$ cat config.mk
export PLATFORM = sky130hd
export DESIGN_NAME = cp0_exc_ctrl
export DESIGN_NICKNAME = d
export VERILOG_FILES = /design/src/rtl/cp0_exc_ctrl.sv
export SDC_FILE = /design/constraint.sdc
export NUM_CORES = 1
export LEC_CHECK = 0
export BUFFER_PORTS_ARGS = -buffer_cell sky130_fd_sc_hd__buf_2
export CORE_ASPECT_RATIO = 0.8
export CORE_UTILIZATION = 24
export DETAILED_ROUTE_END_ITERATION = 8
export GPL_TIMING_DRIVEN = 0
export PLACE_DENSITY = 0.46
export SYNTH_ARGS = -nofsm -noshare
export SYNTH_HDL_FRONTEND = slang
export SYNTH_SLANG_ARGS = --single-unit
$ cat constraint.sdc
create_clock -name clk -period 4.1 [get_ports clk]
set_input_delay 0.82 -clock clk [delete_from_list [all_inputs] [get_ports clk]]
set_output_delay 0.82 -clock clk [all_outputs]
set_load 0.01 [all_outputs]
$ cat src/rtl/cp0_exc_ctrl.sv
// rtl/cp0_exc_ctrl.sv - CP0 exception/interrupt controller, M stage; optional timer under CP0_TIMER_EN
module cp0_exc_ctrl #(
  parameter logic [31:0] EBASE = 32'h0000_4180,
  parameter logic [31:0] PRID  = 32'h2022_0001
) (
  input  logic        clk,
  input  logic        reset,
  input  logic        we,
  input  logic [4:0]  addr,
  input  logic [31:0] wdata,
  output logic [31:0] rdata,
  input  logic [31:0] m_pc,
  input  logic        m_bd,
  input  logic [4:0]  m_exc_code,
  input  logic        m_eret,
  input  logic [5:0]  hw_int,
  output logic        req,
  output logic [31:0] ebase_out,
  output logic [31:0] epc_out
);

  logic [5:0]  im_q, im_d;
  logic        exl_q, exl_d;
  logic        ie_q, ie_d;
  logic        bd_q, bd_d;
  logic [5:0]  ip_q, ip_d;
  logic [4:0]  exc_code_q, exc_code_d;
  logic [31:0] epc_q, epc_d;

  logic [5:0]  ip_src;
  logic        int_req;
  logic        exc_req;
  logic        mtc0;
  logic [31:0] pc_aligned;
  logic [31:0] sr_val;
  logic [31:0] cause_val;

`ifdef CP0_TIMER_EN
  logic [31:0] count_q, count_d;
  logic [31:0] compare_q, compare_d;
  logic        timer_irq_q, timer_irq_d;

  assign ip_src = {hw_int[5] | timer_irq_q, hw_int[4:0]};
`else
  assign ip_src = hw_int;
`endif

  assign ebase_out = EBASE;
  assign epc_out   = epc_q;
  assign sr_val    = {16'h0000, im_q, 8'h00, exl_q, ie_q};
  assign cause_val = {bd_q, 15'h0000, ip_q, 3'b000, exc_code_q, 2'b00};

  always_comb begin
    int_req    = (|(ip_src & im_q)) & ie_q & ~exl_q;
    exc_req    = (m_exc_code != 5'd0) & ~exl_q;
    req        = int_req | exc_req;
    // A flush or ERET in the same cycle swallows any MTC0 in M.
    mtc0       = we & ~req & ~m_eret;
    pc_aligned = m_pc & ~32'd3;
  end

  always_comb begin
    im_d       = im_q;
    exl_d      = exl_q;
    ie_d       = ie_q;
    bd_d       = bd_q;
    ip_d       = ip_src;
    exc_code_d = exc_code_q;
    epc_d      = epc_q;
    if (req) begin
      exl_d      = 1'b1;
      exc_code_d = int_req ? 5'd0 : m_exc_code;
      bd_d       = m_bd;
      epc_d      = m_bd ? (pc_aligned - 32'd4) : pc_aligned;
    end else if (m_eret) begin
      exl_d = 1'b0;
    end else if (mtc0) begin
      if (addr == 5'd12) begin
        im_d  = wdata[15:10];
        exl_d = wdata[1];
        ie_d  = wdata[0];
      end else if (addr == 5'd14) begin
        epc_d = wdata & ~32'd3;
      end
    end
  end

`ifdef CP0_TIMER_EN
  always_comb begin
    count_d     = count_q + 32'd1;
    compare_d   = compare_q;
    timer_irq_d = timer_irq_q;
    // Fires on the edge where Count steps onto Compare.
    if (count_q == compare_q - 32'd1) timer_irq_d = 1'b1;
    if (mtc0 && addr == 5'd9) count_d = wdata;
    if (mtc0 && addr == 5'd11) begin
      compare_d   = wdata;
      timer_irq_d = 1'b0;
    end
  end

  always_ff @(posedge clk) begin
    if (reset) begin
      count_q     <= 32'd0;
      compare_q   <= 32'hFFFF_FFFF;
      timer_irq_q <= 1'b0;
    end else begin
      count_q     <= count_d;
      compare_q   <= compare_d;
      timer_irq_q <= timer_irq_d;
    end
  end
`endif

  always_comb begin
    rdata = 32'd0;
    case (addr)
      5'd12:   rdata = sr_val;
      5'd13:   rdata = cause_val;
      5'd14:   rdata = epc_q;
      5'd15:   rdata = PRID;
`ifdef CP0_TIMER_EN
      5'd9:    rdata = count_q;
      5'd11:   rdata = compare_q;
`endif
      default: rdata = 32'd0;
    endcase
  end

  always_ff @(posedge clk) begin
    if (reset) begin
      im_q       <= 6'd0;
      exl_q      <= 1'b0;
      ie_q       <= 1'b0;
      bd_q       <= 1'b0;
      ip_q       <= 6'd0;
      exc_code_q <= 5'd0;
      epc_q      <= 32'd0;
    end else begin
      im_q       <= im_d;
      exl_q      <= exl_d;
      ie_q       <= ie_d;
      bd_q       <= bd_d;
      ip_q       <= ip_d;
      exc_code_q <= exc_code_d;
      epc_q      <= epc_d;
    end
  end

endmodule

==> After elaboration in Yosys (flattened, before gate mapping) <==
Index checks and enable logic that the tools add are counted.
{ "totals": {"wordCells": 45, "regBits": 52, "input_bits": 85, "output_inout_bits": 97} }
{ "classes": {"n_bitwise": 10, "n_mux": 12, "n_reduce_logical": 9, "n_eq_ne": 6, "add_sub_neg": 1} }
{ "ops": {"columns": ["operator", "count"], "rows": [
  ["32-bit 2-to-1 mux", 6],
  ["32-bit one-hot mux with 4 select lines", 1],
  ["32-bit by 3-bit subtractor with 32-bit output, second input constant", 1],
  ["5-bit by 4-bit == test with 1-bit output, second input constant", 4],
  ["4-bit AND reduction", 2],
  ["6-bit bitwise AND", 1],
  ["3-bit nonzero test", 2],
  ["6-bit OR reduction", 1],
  ["1-bit bitwise AND", 5],
  ["5-bit 2-to-1 mux", 1],
  ["5-bit nonzero test", 1],
  ["1-bit 2-to-1 mux", 4],
  ["2-bit nonzero test", 2],
  ["1-bit NOT", 3],
  ["2-bit by 1-bit != test with 1-bit output, second input constant", 1],
  ["2-bit != test, second input constant", 1],
  ["2-bit AND reduction", 1],
  ["1-bit OR", 1]
]} }

==> Logic depth before layout (Yosys ltp) <==
Gate-level depths: netlist (run 1).
{ "depth": {"word_depth": 11, "ltp_mapped": 8, "depth_no_buf": 6} }

==> Worst setup path after synthesis (run 1) <==
OpenSTA, ideal clock, no wires.
{ "synth_timing": {"path_kind": "in2out", "start": "input port m_exc_code[0]", "end": "output port req", "t_arrival_ps": 2180, "setup_slack_ps": 1100, "stages": 5, "required_ps": 3280, "path_buffers": 1, "cell_sequence": "or4_1 -> o21a_1 -> nor2_2 -> inv_1 -> clkbuf_1"} }
{ "synth_via": {"elab_chain_len": 3} }
{ "synth_rtl": {"columns": ["element", "line", "text"], "rows": [
  ["start: declaration", "14", "input logic [4:0] m_exc_code,"],
  ["5-bit nonzero test", "55", "exc_req = (m_exc_code != 5'd0) & ~exl_q;"],
  ["1-bit bitwise AND", "55", null],
  ["1-bit OR", "56", "req = int_req | exc_req;"],
  ["end: declaration", "17", "output logic req,"]
]} }
No other way between the ends.

==> Worst setup path in the final report (run 1) <==
Same ends and word-level chain as after synthesis.

==> impl_results.md, run 1 <==
* Remaining antenna violation count after routing at 0
* Post-Route Setup TNS at 0 ns
* Max-capacitance violation count at 0
* Most used DFF post-synth: dfxtp_1
* Multi-input logic area at 2445 um^2
* Signed area change from the synthesized netlist to the final layout at 34.33%
* Maximum number of pins on one net before global-route repair at 16
* Total via count in the routed design at 4267
* CTS root buffer: clkbuf_16
* Vias in the first global route at 3991
* Endpoint, Worst Hold: exc_code_q[4]
* Placed cells at 856
* Number of CTS-inserted buffers at 5
* Status: complete, no violations
* Critical-path cell with the highest stage delay: or4_1
* Max stage delay on crit path at 0.55 ns
* Least-Margin Pin Slew at 1.114 ns
* Final worst-path setup slack at 0.4155 ns
* Via density per instance at 4.939
* Number of port buffers at 143
* Path type of the worst min-delay path: flop to flop
* Final count of pins violating max slew at 0
* Post-CTS setup buffers at 0
* Post-Layout Cell Count at 864
* Share of final-layout standard cells stronger than drive strength 1 at 30.43%
* Worst reg2reg endpoint: bd_q
* Critical Path End Type: output pin
* Data arrival at the endpoint of the critical path at 2.86 ns
* Worst hold path depth at 2
* Total number of yosys warnings at 0
* Number of clock sinks seen by CTS at 50
* Startpoint of the most critical register-to-register path: im_q[4]
* First-pass GRT wire length at 22470 um
* Deepest level of the CTS H-tree at 2
* Critical path, cell by cell: buf_2 > or4_1 > o21a_1 > nor2_2 > inv_1 > clkbuf_1 > buf_2
* Cells after Synth at 471
* Leftover overflow at the end of global routing at 0
* Weighted congestion reported at the end of routability-driven placement at 0.8527
* DRC viols at 0
* First-pass iteration count of the detailed router at 6
* Buffers from clock root to sink, at most at 2
* Number of inserted filler cells in the final layout at 1706
* Max transition margin at 24.56%
* Final worst clock skew at 0.007709 ns
* Count of pins on the block boundary at 182
* Count of flip-flops with a built-in enable after synthesis at 0
* Top fanout value on the critical path at 10
* Worst-case reg-to-reg path depth at 5
* Setup repair after global routing missed its margin: false
* Maximum resistive drop on vdd at 0.2439 mV
* Number of setup violations in the final report at 0
* Wire length after detailed routing at 15140 um
* Synthesized area per cell at 8.025 um^2
* Sum of internal, switching and leakage power at 1.462 mW
* Hold path startpoint: exc_code_q[4]
* Die H at 114.2 um
* Drt initial violations at 252
* Sum of net half-perimeters after detailed placement at 12400 um
* Crit share post-route at 89.87%
* Clock period minus worst slack at 3.685 ns
* Proportion of synthesized flip-flops having asynchronous set or reset at 0%
* Worst hold margin at 0.4718 ns
* Worst-path clk slew at 0.07 ns
* Post-detailed-route wirelength per cell at 17.52 um
* Flop-to-flop setup slack at 1.56 ns
* Power Dens Cells at 287.9 nW/um^2
* Count of different cell masters after synthesis at 56
* Crit path launch: m_exc_code[0]
* Cell repeated most along the worst path: buf_2
* Worst skew pair latency at 0.29 ns
* Sort of element at the start of the critical path: input pin
* Total inserted antenna cells at 0
* Die area at 16260 um^2
* Clock tree from TritonCTS: done
* Cell area after technology mapping at 3780 um^2
* Cells resized by post-CTS repair at 0
* Number of placement rows at 40
* Total of flip-flops plus latches after synthesis at 50
* Register area share after synthesis at 26.48%
* FMAX at 271.4 MHz
* Post-placement worst setup slack at 0.4594 ns
* Nets at 739
* Footprint of the flip-flops and latches at 1001 um^2
* Worst EP required at 3.28 ns
* Worst setup path class: input pin to output pin
* Initial standard-cell utilization of the core at 24.84%
* Leakage power at 2.168 nW
* Core outline area at 15210 um^2
* Number of antenna violations at the first check in global routing at 0
* Total GRT Usage at 18.09%
* Number of buffers inserted by hold repair at cts at 0
* Number of hold violations in the final report at 0
* Die X-Extent at 142.3 um
-- critical path: cells and delay by family --
kind | cells | cell delay, ns
buf+inv | 4 | 0.77
compound gates | 1 | 0.23
simple gates | 2 | 1.03
-- layer usage --
metal / vias up / share of wire, % / GRT usage, %
met1: 1961 / 49 / 25.91
met3: 16 / 6.5 / 2.886
met2: 166 / 43 / 28.01
met4: 0 / 1.4 / 4.588
met5: - / 0 / 0
li1: 2124 / - / -
-- synth_stat cells, types with 9 or more instances --
library cell | number | area (um^2)
nand3_1 | 12 | 60.06
and4_1 | 9 | 78.83
a21oi_1 | 19 | 95.09
mux2i_1 | 20 | 200.2
a41o_1 | 14 | 140.1
o31ai_1 | 34 | 255.2
nand4_1 | 25 | 156.4
clkbuf_1 | 39 | 146.4
a211oi_1 | 15 | 112.6
and3_1 | 17 | 106.4
or4_1 | 17 | 127.6
nor2_1 | 31 | 116.4
a31oi_1 | 15 | 93.84
nor2b_1 | 9 | 56.30
nand2b_1 | 18 | 112.6
buf_4 | 35 | 262.8
dfxtp_1 | 50 | 1001
-- area by class of cell --
cell class / count / share of cell area (%)
Buffer: 79 / 8.650
Clock buffer: 6 / 2.735
Clock inverter: 2 / 1.183
Inverter: 4 / 0.2957
Multi-Input combinational cell: 370 / 48.15
Sequential cell: 50 / 19.71
Tap cell: 210 / 5.175
Timing Repair Buffer: 143 / 14.10
-- cells by family after synthesis --
kind of cell / synth area share [%]
other cells: 0.1987
mux: 5.296
fa+ha+maj: 0.3310
xor+xnor: 2.317
compound gates: 24.46
simple gates: 28.90
buf+inv: 12.02
flops: 26.48
-- worst max-delay path by stage --
stage	to	slack, ns	cells after the start
after floorplan	req	1.10	5
after global placement	rdata[21]	0.45	8
after detailed placement	rdata[21]	0.46	8
after CTS	rdata[17]	0.45	8
after global routing	req	0.30	7
final	req	0.42	7
-- report_power, final --
part	switching [mW]	total (mW)	internal, mW
Combinational	0.206	0.352	0.146
Sequential	0.0327	0.555	0.522
Clock	0.188	0.555	0.367
Total	0.427	1.46	1.03
-- per-stage QoR --
step	utilization [%]	area, um^2
floorplan	-	3900
global route	33.37	5077
detailed placement	32.06	4878
finish	33.37	5077
global placement	32.06	4878
CTS	33.37	5077
-- flip-flops by register name, indices dropped and copies added (netlist names) --
signal and flops:
bd_q 1, epc_out 30, exc_code_q 5, exl_q 1, ie_q 1, im_q 6
ip_q 6
-- cells in the final DEF, fill, tap and decap left out, types with 17 or more instances in the layout --
cell type,n
and3_1,17
a21oi_1,19
nand4_1,25
nor2_1,31
nand2b_1,18
or4_1,17
buf_4,35
mux2i_1,20
buf_2,146
conb_1,34
o31ai_1,34
clkbuf_1,39
dfxtp_1,50
Power figures use the tool's default switching activity.
==> run 2: changes to the inputs <==
--- a/config.mk
+++ b/config.mk
@@ -8,9 +8,12 @@
 export BUFFER_PORTS_ARGS = -buffer_cell sky130_fd_sc_hd__buf_2
 export CORE_ASPECT_RATIO = 0.8
 export CORE_UTILIZATION = 24
+export CTS_CLUSTER_DIAMETER = 50
 export DETAILED_ROUTE_END_ITERATION = 8
 export GPL_TIMING_DRIVEN = 0
+export MAX_ROUTING_LAYER = met4
 export PLACE_DENSITY = 0.46
+export SLEW_MARGIN = 20
 export SYNTH_ARGS = -nofsm -noshare
 export SYNTH_HDL_FRONTEND = slang
 export SYNTH_SLANG_ARGS = --single-unit
==> impl_results.md, run 2 <==
* Status: aborted with a tool error (was complete, no violations)
* Last flow stage reached: detailed routing
* Log Error: [ERROR DRT-0255] Maze Route cannot find path of net clk in worker of routeBox ( 96600 0 ) ( 142310 48300 ).
* Dominant cell type by area after synthesis: dfxtp_1 (unchanged)
* Top cell type's share of synthesized area at 26.48% (unchanged)
* Total GRT Usage at 18.66% (was 18.09%)
* Deepest level of the CTS H-tree at 2 (unchanged)
* Maximum number of pins on one net before global-route repair at 16 (unchanged)
* Initial standard-cell utilization of the core at 24.84% (unchanged)
* Dominant cell by count in the synthesized netlist: dfxtp_1 (unchanged)
* Count of different cell masters after synthesis at 56 (unchanged)
* Number of antenna violations at the first check in global routing at 0 (unchanged)
* Total of flip-flops plus latches after synthesis at 50 (unchanged)
* Most frequent cells after synthesis: 50 x dfxtp_1, 39 x clkbuf_1, 35 x buf_4 (unchanged)
* Post-CTS setup buffers at 0 (unchanged)
* Leftover overflow at the end of global routing at 0 (unchanged)
* Sum of net half-perimeters after detailed placement at 12400 um (unchanged)
* Cells taking the most area after synthesis: dfxtp_1 26%, buf_4 7.0%, o31ai_1 6.8% (unchanged)
* Count of flip-flops with a built-in enable after synthesis at 0 (unchanged)
* Synthesized area per cell at 8.025 um^2 (unchanged)
* Register area share after synthesis at 26.48% (unchanged)
* Cell area after technology mapping at 3780 um^2 (unchanged)
* Number of port buffers at 143 (unchanged)
* Number of CTS-inserted buffers at 5 (unchanged)
* Proportion of synthesized flip-flops having asynchronous set or reset at 0% (unchanged)
* Buffers from clock root to sink, at most at 2 (unchanged)
* Cells after Synth at 471 (unchanged)
* Number of clock sinks seen by CTS at 50 (unchanged)
* Total number of yosys warnings at 0 (unchanged)
* Number of buffers inserted by hold repair at cts at 0 (unchanged)
* Vias in the first global route at 3983 (was 3991)
* Weighted congestion reported at the end of routability-driven placement at 0.8663 (was 0.8527)
* Die X-Extent at 142.3 um (unchanged)
* Most used DFF post-synth: dfxtp_1 (unchanged)
* CTS root buffer: clkbuf_16 (unchanged)
* Cells resized by post-CTS repair at 0 (unchanged)
* Die H at 114.2 um (unchanged)
* Number of placement rows at 40 (unchanged)
* First-pass GRT wire length at 22470 um (unchanged)
* Count of pins on the block boundary at 182 (unchanged)
[run 2: logic make-up after synthesis]
kind of cell    after synthesis  share of synthesized area (%)
compound gates              126                          24.46
xor+xnor                     10                          2.317
fa+ha+maj                     1                         0.3310
buf+inv                      83                          12.02
flops                        50                          26.48
mux                          20                          5.296
other cells                   2                         0.1987
simple gates                179                          28.90
[run 2: through the flow]
stage | cells | setup WS, ns | util (%) | area [um^2]
after floorplan | 503 | 1.100 | - | 3900
after detailed placement | 856 | 0.4594 | 32.06 | 4878
after global placement | 856 | 0.4461 | 32.06 | 4878
after CTS | 864 | 0.4504 | 33.37 | 5077
after global routing | 864 | 0.3031 | 33.37 | 5077
[run 2: per-layer routing]
metal and global-route usage [%]:
met1 26.29, met2 28.07, met3 2.300, met4 4.588, met5 -
==> run 3: changes to the inputs <==
--- a/config.mk
+++ b/config.mk
@@ -6,13 +6,10 @@
 export NUM_CORES = 1
 export LEC_CHECK = 0
 export BUFFER_PORTS_ARGS = -buffer_cell sky130_fd_sc_hd__buf_2
-export CORE_ASPECT_RATIO = 0.8
-export CORE_UTILIZATION = 24
-export CTS_CLUSTER_DIAMETER = 50
+export CORE_UTILIZATION = 20
 export DETAILED_ROUTE_END_ITERATION = 8
 export GPL_TIMING_DRIVEN = 0
-export MAX_ROUTING_LAYER = met4
-export PLACE_DENSITY = 0.46
+export PLACE_DENSITY_LB_ADDON = 0.15
 export SLEW_MARGIN = 20
 export SYNTH_ARGS = -nofsm -noshare
 export SYNTH_HDL_FRONTEND = slang
==> impl_results.md, run 3 (same netlist as run 1, synthesis figures left out) <==
* Number of setup violations in the final report at 0
* Post-Route Setup TNS at 0 ns
* Commonest cells after routing, fill and taps aside: 146 x buf_2, 50 x dfxtp_1, 39 x clkbuf_1
* Post-CTS setup buffers at 0 (unchanged)
* Flip-flop count of the largest register, all copies and words added at 30
* Maximum resistive drop on vdd at 0.1634 mV
* FMAX at 262.4 MHz
* Count of pins on the block boundary at 182 (unchanged)
* Die area at 19450 um^2
* Final worst clock skew at 0.007909 ns
* First-pass iteration count of the detailed router at 5
* Most frequent standard cell in the layout excluding fill and tap cells: buf_2
* Setup repair after global routing missed its margin: false
* Status: complete, no violations (was aborted with a tool error)
* Drt initial violations at 256
* DRC viols at 0
* Worst skew pair latency at 0.30 ns
* Worst setup path class: input pin to output pin
* Critical path, cell by cell: buf_2 > and3b_1 > clkbuf_1 > clkbuf_1 > clkbuf_1 > nand2_1 > nor2_1 > buf_2
* Critical Path End Type: output pin
* Final count of pins violating max slew at 0
* Worst-path clk slew at 0.07 ns
* Crit share post-route at 92.96%
* Number of port buffers at 143 (unchanged)
* Maximum number of pins on one net before global-route repair at 15 (was 16)
* First-pass GRT wire length at 23430 um (was 22470 um)
* Cell repeated most along the worst path: clkbuf_1
* Placed cells at 875 (was 856)
* Power Dens Cells at 276.7 nW/um^2
* Final standard cell area without fillers at 5071 um^2
* Worst EP required at 3.28 ns
* Remaining antenna violation count after routing at 0
* Number of hold violations in the final report at 0
* Initial standard-cell utilization of the core at 20.69% (was 24.84%)
* Post-Layout Cell Count at 882
* Max transition margin at 27.92%
* Core outline area at 18270 um^2
* Die H at 139.5 um (was 114.2 um)
* Clock period minus worst slack at 3.811 ns
* Clock tree from TritonCTS: done
* Number of clock sinks seen by CTS at 50 (unchanged)
* Sum of net half-perimeters after detailed placement at 13120 um (was 12400 um)
* Nets at 739
* Signed area change from the synthesized netlist to the final layout at 34.16%
* Number of antenna violations at the first check in global routing at 0 (unchanged)
* Leakage power at 2.154 nW
* Worst hold margin at 0.4736 ns
* Max-capacitance violation count at 0
* Number of CTS-inserted buffers at 5 (unchanged)
* CTS root buffer: clkbuf_16 (unchanged)
* Post-detailed-placement cell area at 4902 um^2 (was 4878 um^2)
* Share of final-layout standard cells stronger than drive strength 1 at 30.32%
* Max stage delay on crit path at 0.50 ns
* Cells resized by post-CTS repair at 0 (unchanged)
* Final worst-path setup slack at 0.2886 ns
* Sort of element at the start of the critical path: input pin
* Total GRT Usage at 15.73% (was 18.66%)
* Number of placement rows at 49 (was 40)
* Sum of internal, switching and leakage power at 1.403 mW
* Weighted congestion reported at the end of routability-driven placement at 0.8300 (was 0.8663)
* Buffers from clock root to sink, at most at 2 (unchanged)
* Via density per instance at 4.867
* Number of inserted filler cells in the final layout at 2035
* Least-Margin Pin Slew at 1.064 ns
* Post-placement worst setup slack at 0.2677 ns (was 0.4594 ns)
* Leftover overflow at the end of global routing at 0 (unchanged)
* Total via count in the routed design at 4293
* Top fanout value on the critical path at 10
* Post-detailed-route wirelength per cell at 17.96 um
* Deepest level of the CTS H-tree at 2 (unchanged)
* Post-Route Utilization at 27.76%
* Critical-path cell with the highest stage delay: clkbuf_1
* Vias in the first global route at 4080 (was 3983)
* Die X-Extent at 139.5 um (was 142.3 um)
* Data arrival at the endpoint of the critical path at 2.99 ns
* Number of buffers inserted by hold repair at cts at 0 (unchanged)
* Total inserted antenna cells at 0
* Path type of the worst min-delay path: flop to flop
* Wire length after detailed routing at 15840 um
==> run 3: final cells by class <==
cell class                      instances  area, um^2  share of cell area [%]
Clock buffer                            6       138.9                   2.739
Sequential cell                        50        1001                   19.74
Tap cell                              229       286.5                   5.650
Timing Repair Buffer                  143       715.7                   14.11
Inverter                                4       15.01                  0.2961
Multi-Input combinational cell        370        2445                   48.21
Clock inverter                          1       30.03                  0.5922
Buffer                                 79       439.2                   8.660
==> run 3: where the power goes <==
group | total, mW | internal, mW | switching (mW)
clock | 0.498 | 0.302 | 0.196
sequential | 0.554 | 0.522 | 0.0315
combinational | 0.352 | 0.146 | 0.206
total | 1.40 | 0.970 | 0.433
==> run 3: per-layer routing <==
layer / track usage (%) / vias to the layer above / share of wire (%) / routed length [um]
li1: - / 2115 / - / -
met1: 19.85 / 1970 / 44 / 6932
met2: 25.71 / 183 / 46 / 7220
met3: 3.131 / 25 / 7.0 / 1111
met4: 7.310 / 0 / 3.6 / 574
met5: 0 / - / 0 / 0
==> run 3: worst paths after layout <==
path	startpoint	depth (start not counted)	endpoint	slack (ns)
max reg2reg	im_q[4]	5	bd_q	1.60
min reg2reg	exc_code_q[3]	2	exc_code_q[3]	0.47
max	addr[4]	8	rdata[17]	0.29
min	exc_code_q[3]	2	exc_code_q[3]	0.47
==> run 3: worst max-delay path: cells and delay by family <==
| kind | cells | cell delay, ns |
|---|---|---|
| buf+inv | 5 | 1.53 |
| simple gates | 3 | 0.64 |
